`src/rtl/led_matrix_scanner.sv`:
```
// Row-multiplexed LED matrix driver with a double-buffered ROWS x COLS frame.
// Latency: one cycle. Row/column outputs reflect the scan position and front buffer of the previous cycle.
// Backpressure: none. Writes and swap requests are always accepted, and repeated swap requests collapse into one.
//
// Ports:
//   clk_clk, reset_reset_n : clock, asynchronous active-low reset
//   enable                 : 1 = scan, 0 = dark outputs with the scan held at row 0
//   wr_en/wr_row/wr_data   : write one row of pixels into the back buffer (rows >= ROWS are ignored)
//   swap_req               : request a back/front exchange at the next frame boundary
//   swap_pending/swap_ack  : swap outstanding / one-cycle pulse when the swap happens
//   frame_start            : one-cycle pulse when the row 0 slot begins
//   row_out                : one-hot row select, active-high
//   col_out                : column drive, active-low
module led_matrix_scanner #(
  parameter int ROWS    = 5,
  parameter int COLS    = 5,
  parameter int CLK_DIV = 50000,
  parameter int BLANK   = 16,
  localparam int RW     = (ROWS > 1) ? $clog2(ROWS) : 1
) (
  input  logic            clk_clk,
  input  logic            reset_reset_n,
  input  logic            enable,
  input  logic            wr_en,
  input  logic [RW-1:0]   wr_row,
  input  logic [COLS-1:0] wr_data,
  input  logic            swap_req,
  output logic            swap_pending,
  output logic            swap_ack,
  output logic            frame_start,
  output logic [ROWS-1:0] row_out,
  output logic [COLS-1:0] col_out
);

  localparam int CW      = (CLK_DIV > 1) ? $clog2(CLK_DIV) : 1;
  localparam int LIT_LEN = CLK_DIV - BLANK;

  logic [CW-1:0]   r_cnt;
  logic [RW-1:0]   r_row;
  logic            r_sel;  // 0: buf0 is the front buffer, 1: buf1 is the front buffer
  logic [COLS-1:0] r_buf0 [ROWS];
  logic [COLS-1:0] r_buf1 [ROWS];
  logic            r_swap_pending;
  logic            r_swap_ack;
  logic            r_frame_start;
  logic [ROWS-1:0] r_row_out;
  logic [COLS-1:0] r_col_out;

  logic            w_slot_end;
  logic            w_row_end;
  logic            w_boundary;
  logic            w_lit;
  logic            w_swap_exec;
  logic            w_wr_ok;
  logic [COLS-1:0] w_front_row;

  // Comparisons are done at 32 bits because LIT_LEN equals CLK_DIV when BLANK = 0,
  // and that value does not fit in the counter width.
  always_comb begin
    w_slot_end  = (32'(r_cnt) == 32'(CLK_DIV - 1));
    w_row_end   = (32'(r_row) == 32'(ROWS - 1));
    w_boundary  = enable & w_slot_end & w_row_end;
    w_lit       = enable & (32'(r_cnt) < 32'(LIT_LEN));
    // While the scan is stopped there is no frame in flight, so a pending swap goes at once.
    w_swap_exec = r_swap_pending & (w_boundary | ~enable);
    w_wr_ok     = wr_en & (32'(wr_row) < 32'(ROWS));
    w_front_row = r_sel ? r_buf1[r_row] : r_buf0[r_row];
  end

  always_ff @(posedge clk_clk or negedge reset_reset_n) begin
    if (!reset_reset_n) begin
      r_cnt          <= '0;
      r_row          <= '0;
      r_sel          <= 1'b0;
      r_swap_pending <= 1'b0;
      r_swap_ack     <= 1'b0;
      r_frame_start  <= 1'b0;
      r_row_out      <= '0;
      r_col_out      <= '1;
      for (int i = 0; i < ROWS; i++) begin
        r_buf0[i] <= '0;
        r_buf1[i] <= '0;
      end
    end else begin
      // Scan position
      if (!enable) begin
        r_cnt <= '0;
        r_row <= '0;
      end else if (w_slot_end) begin
        r_cnt <= '0;
        r_row <= w_row_end ? '0 : r_row + 1'b1;
      end else begin
        r_cnt <= r_cnt + 1'b1;
      end

      // The write targets the back buffer as it is before this edge. On a swap edge
      // that buffer becomes the new front, so the written row shows up immediately.
      if (w_wr_ok) begin
        if (r_sel) r_buf0[wr_row] <= wr_data;
        else       r_buf1[wr_row] <= wr_data;
      end

      // An executing swap absorbs a request that arrives on the same edge.
      if (w_swap_exec) begin
        r_sel          <= ~r_sel;
        r_swap_pending <= 1'b0;
        r_swap_ack     <= 1'b1;
      end else begin
        r_swap_pending <= r_swap_pending | swap_req;
        r_swap_ack     <= 1'b0;
      end

      r_frame_start <= enable & (r_cnt == '0) & (r_row == '0);
      r_row_out     <= w_lit ? (ROWS'(1) << r_row) : '0;
      r_col_out     <= w_lit ? ~w_front_row : '1;
    end
  end

  assign swap_pending = r_swap_pending;
  assign swap_ack     = r_swap_ack;
  assign frame_start  = r_frame_start;
  assign row_out      = r_row_out;
  assign col_out      = r_col_out;

endmodule

```
`config.mk`:
```
export PLATFORM = sky130hd
export DESIGN_NAME = led_matrix_scanner
export DESIGN_NICKNAME = d
export VERILOG_FILES = /design/src/rtl/led_matrix_scanner.sv
export SDC_FILE = /design/constraint.sdc
export NUM_CORES = 1
export LEC_CHECK = 0
export CORE_ASPECT_RATIO = 0.7
export CORE_UTILIZATION = 45
export CTS_BUF_LIST = sky130_fd_sc_hd__clkbuf_2
export CTS_CLUSTER_SIZE = 25
export DETAILED_ROUTE_END_ITERATION = 6
export PLACE_DENSITY_LB_ADDON = 0.05
export SLEW_MARGIN = 10
export SYNTH_ARGS = -nofsm -noshare
export SYNTH_HDL_FRONTEND = slang
export SYNTH_SLANG_ARGS = --single-unit
```
`constraint.sdc`:
```
create_clock -name clk_clk -period 2.6 [get_ports clk_clk]
set_clock_uncertainty 0.05 [all_clocks]
set_input_delay 0.26 -clock clk_clk [delete_from_list [all_inputs] [get_ports clk_clk]]
set_output_delay 0.26 -clock clk_clk [all_outputs]
set_load 0.05 [all_outputs]
```
### Word level (Yosys, flattened, before mapping)

Cells that the tools add are included.

* logic and storage cells: 68
* output and inout port bits: 13
* register bits: 83
* bits of input ports: 13

* multiplexer cells: 20
* equal/unequal tests: 3
* $lt $le $gt $ge: 5
* bitwise operators: 14
* add/sub/neg operators: 2
* shift operators: 1
* reductions and logical operators: 5

Operators by type and width (number)
* $bwmux W25: 2
* $mux W5: 8
* $mux W16: 2
* $bmux W5 S3: 2
* $add A16 B1 Y16 const B: 1
* $eq A16 B16 Y1 const B: 1
* $logic_not A16 Y1: 1
* $lt A16 B16 Y1 const B: 1
* $demux W5 S3: 1
* $mux W3: 3
* $ge A4 B4 Y1 const B: 2
* $not A3 Y4: 2
* $and A1 B1 Y1: 7
* $not A5 Y5: 1
* $shl A1 B3 Y5 const A: 1
* $lt A4 B1 Y1 const B: 1
* $reduce_and A2 Y1: 2
* $add A3 B1 Y3 const B: 1
* $eq A3 B3 Y1 const B: 1
* $logic_not A3 Y1: 1
* $lt A3 B3 Y1 const B: 1
* $mux W1: 2
* $ne A2 B1 Y1 const B: 1
* $not A1 Y1: 2
* other kinds (2): 3

### Longest topological paths before layout

* depth in word-level cells: 7
* depth in mapped cells: 8
* gate-level depth less buffers: 6

### Least setup slack after synthesis

Ideal clock, no wire load.

* path type: register -> register
* start: register r_cnt[13]
* end: register r_row[2]
* required time: 2.472 ns
* setup slack: 0.425 ns
* library setup time: 0.078 ns
* arrival: 2.047 ns
* stages on the path, launching flop included: 6
* path through: dfrtp_1 or4_4 or4_4 buf_6 or3b_1 a21boi_1

* longest elaborated chain between the ends: 2

RTL lines
* start, declared: RTL line 38 `logic [CW-1:0] r_cnt;`
* start signal, assigned: RTL line 93 `r_cnt <= r_cnt + 1'b1;`
* $eq A16 B16 Y1: RTL line 60 `w_slot_end = (32'(r_cnt) == 32'(CLK_DIV - 1));`
* $ne A2 B1 Y1 (no line)
* end signal, assigned: RTL line 91 `r_row <= w_row_end ? '0 : r_row + 1'b1;`
* end, declared: RTL line 39 `logic [RW-1:0] r_row;`

Every way passes these cells.
A chain may end at the register's enable or synchronous reset.

### Worst setup path in the final report

* start: register r_cnt[13]
* end: register r_cnt[6]

* longest elaborated chain between the ends: 3

RTL lines
* $eq A16 B16 Y1: RTL line 60
* $mux W16: RTL line 89 `end else if (w_slot_end) begin`
* $mux W16: RTL line 86 `if (!enable) begin`

Every way passes these cells.

==> flow_summary.yaml <==
outcome:
  outcome: "finished clean"
worst_setup_path:
  crit_buf_inv: 0
  critPathSlowestCell: "or4_4"
  startpoint: "r_cnt[13]"
  reg2reg_to: "r_cnt[6]"
  crit_path_end_kind: "flip-flop"
  path_delay_family: "simple AND/OR/NAND/NOR gates"
  worstPathRequired_ns: 2.97
  critPathArrivalTime_ns: 2.64
  worst-setup-path-type: "flip-flop to flip-flop"
  critical_path.max_fanout: 14
  cp_common_cell: "or4_4"
  start_kind: "flip-flop"
  reg2reg_depth: 4
  r2r_slack_ns: 0.32
  cp_cell_sequence: "or4_4, or4_4, nand2_1, nor2_1"
  rr_startpoint: "r_cnt[13]"
  critPathMaxStageDelay_ns: 0.61
cts:
  cts_buffer_depth: 2
  cts_max_level: 3
  cts_buffers: 9
  cts_sinks: 83
  clock_latency_ns: 0.55
  cts_tree: "built"
  cts_setup_buffers: 0
  clkTransAtPathRegs_ns: 0.23
  ctsRootBufferMaster: "clkbuf_2"
place:
  gp_congestion: 0.852
  dp.cells: 472
  port_buffers: 25
  place_hpwl_um: 5860
yosys:
  synth_area_leader_cell: "dfrtp_1"
  ys_types: 43
  yosys-top-cells-count: "dfrtp_1 (78), mux2_2 (60), nand2_1 (24), nor2_1 (21), clkbuf_1 (13)"
  synth_top_area_share_pct: 49.7
  ys_seq_area_share_pct: 53.0
  synthesis.nets: 355
  netlist_area_um2: 3930
  synth.area.top_cells: "dfrtp_1 (50%), mux2_2 (17%), dfstp_2 (3.3%), mux2i_1 (2.5%), nand2_1 (2.3%)"
  async_flop_share_pct: 100
  synth_edf_count: 0
  ys_seq_elements: 83
  avgSynthCellArea_um2: 11.7
  yosys.cell_count.top_type: "dfrtp_1"
  yosysWarnings: 0
  synth_cells: 335
  dominantRegCellSynth: "dfrtp_1"
global_route:
  grt_max_degree: 51
  grt_util_all_layers_pct: 20.8
  grt_pass1_wl_um: 13900
  antenna_found_initial: 0
  overflow: 0
  first_global_vias: 2507
timing:
  drv_slew: 0
  setup_viol: 0
  rsz0062_at_grt: "false"
  period_needed_ns: 2.28
  max_freq_ghz: 0.439
  finalHoldViolations: 0
  tightest_slew_ns: 0.664
  tns_ns: 0
  min_period_over_period_pct: 87.6
  maxSlewHeadroom_pct: 55.7
die:
  die_h_um: 80.2
  dieArea_um2: 9120
  start_util_pct: 46.5
  coreArea_um2: 8440
  io_pins: 26
  fp.dieW_um: 114
  rows: 28
route:
  drt_iter0_markers: 109
  vias: 2588
  drt-pass1-iter-count: 5
  ant_nets: 0
  post_drt_wl_per_cell_um: 17.1
  route.detailed.drc: 0
  wirelength_um: 8380
  viasPerCell: 5.29
power:
  ir_drop_mv: 0.551
  cellLeakagePower_uw: 0.00188
  powerDensity_nw_per_um2: 847
  p_total_uw: 3840
min_path:
  hold_depth: 3
  holdCritPathClass: "primary input to flip-flop"
  holdPathEnd: "swap_pending"
  min-delay-start: "swap_req"
cells_and_area:
  antenna_cells: 0
  stdcell_count: 489
  finalNetCount: 384
  drive_gt1_share_pct: 27.1
  final_core_util_pct: 53.7
  synthToLayoutAreaGrowth_pct: 15.4
flow_run:
  drv_cap: 0
==> per-stage QoR <==
stage	instance area, um^2	worst slack [ns]	hold WS (ns)
after global placement	4350	0.364	0.283
after global routing	4540	0.181	0.136
after detailed placement	4350	0.324	0.285
final	4540	0.323	0.187
after CTS	4540	0.306	0.142
after floorplan	3930	0.425	-0.0856
==> cell type report <==
class	instances	area, um^2
clock buffers	10	50.0
clock inverters	6	129
fillers	750	3910
inverters	9	33.8
multi-input cells	223	1730
flip-flops and latches	83	2080
well taps	120	150
repair buffers	38	360
==> power by group <==
| group | leakage, uW | internal, uW | switching, uW |
|---|---|---|---|
| Combinational | 0.000729 | 515 | 460 |
| Sequential | 0.00104 | 1710 | 212 |
| Clock | 0.000104 | 510 | 437 |
==> tightest hold or removal path: cells and delay by family <==
family	cells	cell delay, ns
compound gates	1	0.06
simple gates	1	0.06
buf+inv	1	0.40
==> metal layers <==
layer  track usage (%)  vias to the layer above  wire [um]
met1              32.5                     1282       4760
met4              6.32                        0         91
li1                  -                     1257          -
met5                 0                        -          0
met2              27.4                       39       3290
met3              5.43                       10        235
==> registers in the layout, summed over array words and instances, names as in the netlist <==
signal and cells:
col_out 5, frame_start 1, r_buf0 25, r_buf1 25, r_cnt 16, r_row 3, r_sel 1, row_out 5
swap_ack 1, swap_pending 1
==> how the worst max path moves through the flow <==
stage	endpoint	slack [ns]	cells past startpoint
after detailed placement	r_buf1[3]	0.32	5
after floorplan	r_row[2]	0.43	5
after global placement	r_cnt[10]	0.36	4
final	r_cnt[6]	0.32	4
after CTS	r_cnt[6]	0.31	4
after global routing	r_cnt[3]	0.18	4
==> kinds of logic after synthesis <==
group	Yosys count	synth area share [%]
AOI/OAI and AO/OA	35	6.43
xor gates and xnor gates	12	2.67
adders and majority gates	7	2.23
buffers and inverters	29	2.99
DFF	83	53.0
muxes	70	19.7
and+or+nand+nor	99	12.9
==> repair_timing <==
action                                  in CTS  in global routing
endpoints found under the setup margin       0                  0
hold endpoints to repair                    49                  0
gates resized for setup                      0                  0
hold buffers                                 1                  0
==> placed cells by master (no fill, tap or decap), types with 2 or more instances in the layout <==
master / instances
dfrtp_1: 78
mux2_2: 60
nand2_1: 24
clkdlybuf4s50_1: 24
nor2_1: 21
buf_4: 12
mux2i_1: 10
clkbuf_2: 10
inv_1: 9
nand3_1: 9
xnor2_1: 8
nor4_1: 7
ha_1: 7
a31oi_1: 6
nand4_1: 6
nor3_1: 6
o221ai_1: 5
o211ai_1: 5
and3_1: 5
o21ai_0: 5
dfstp_2: 5
a221oi_1: 4
and2_1: 4
xor2_1: 4
bufinv_16: 4
a22oi_1: 2
or2_2: 2
or4_4: 2
or3_2: 2
or3_1: 2
a21oi_1: 2
a21boi_0: 2
nand3b_1: 2
nand2b_1: 2
(Power assumes the default switching activity.)
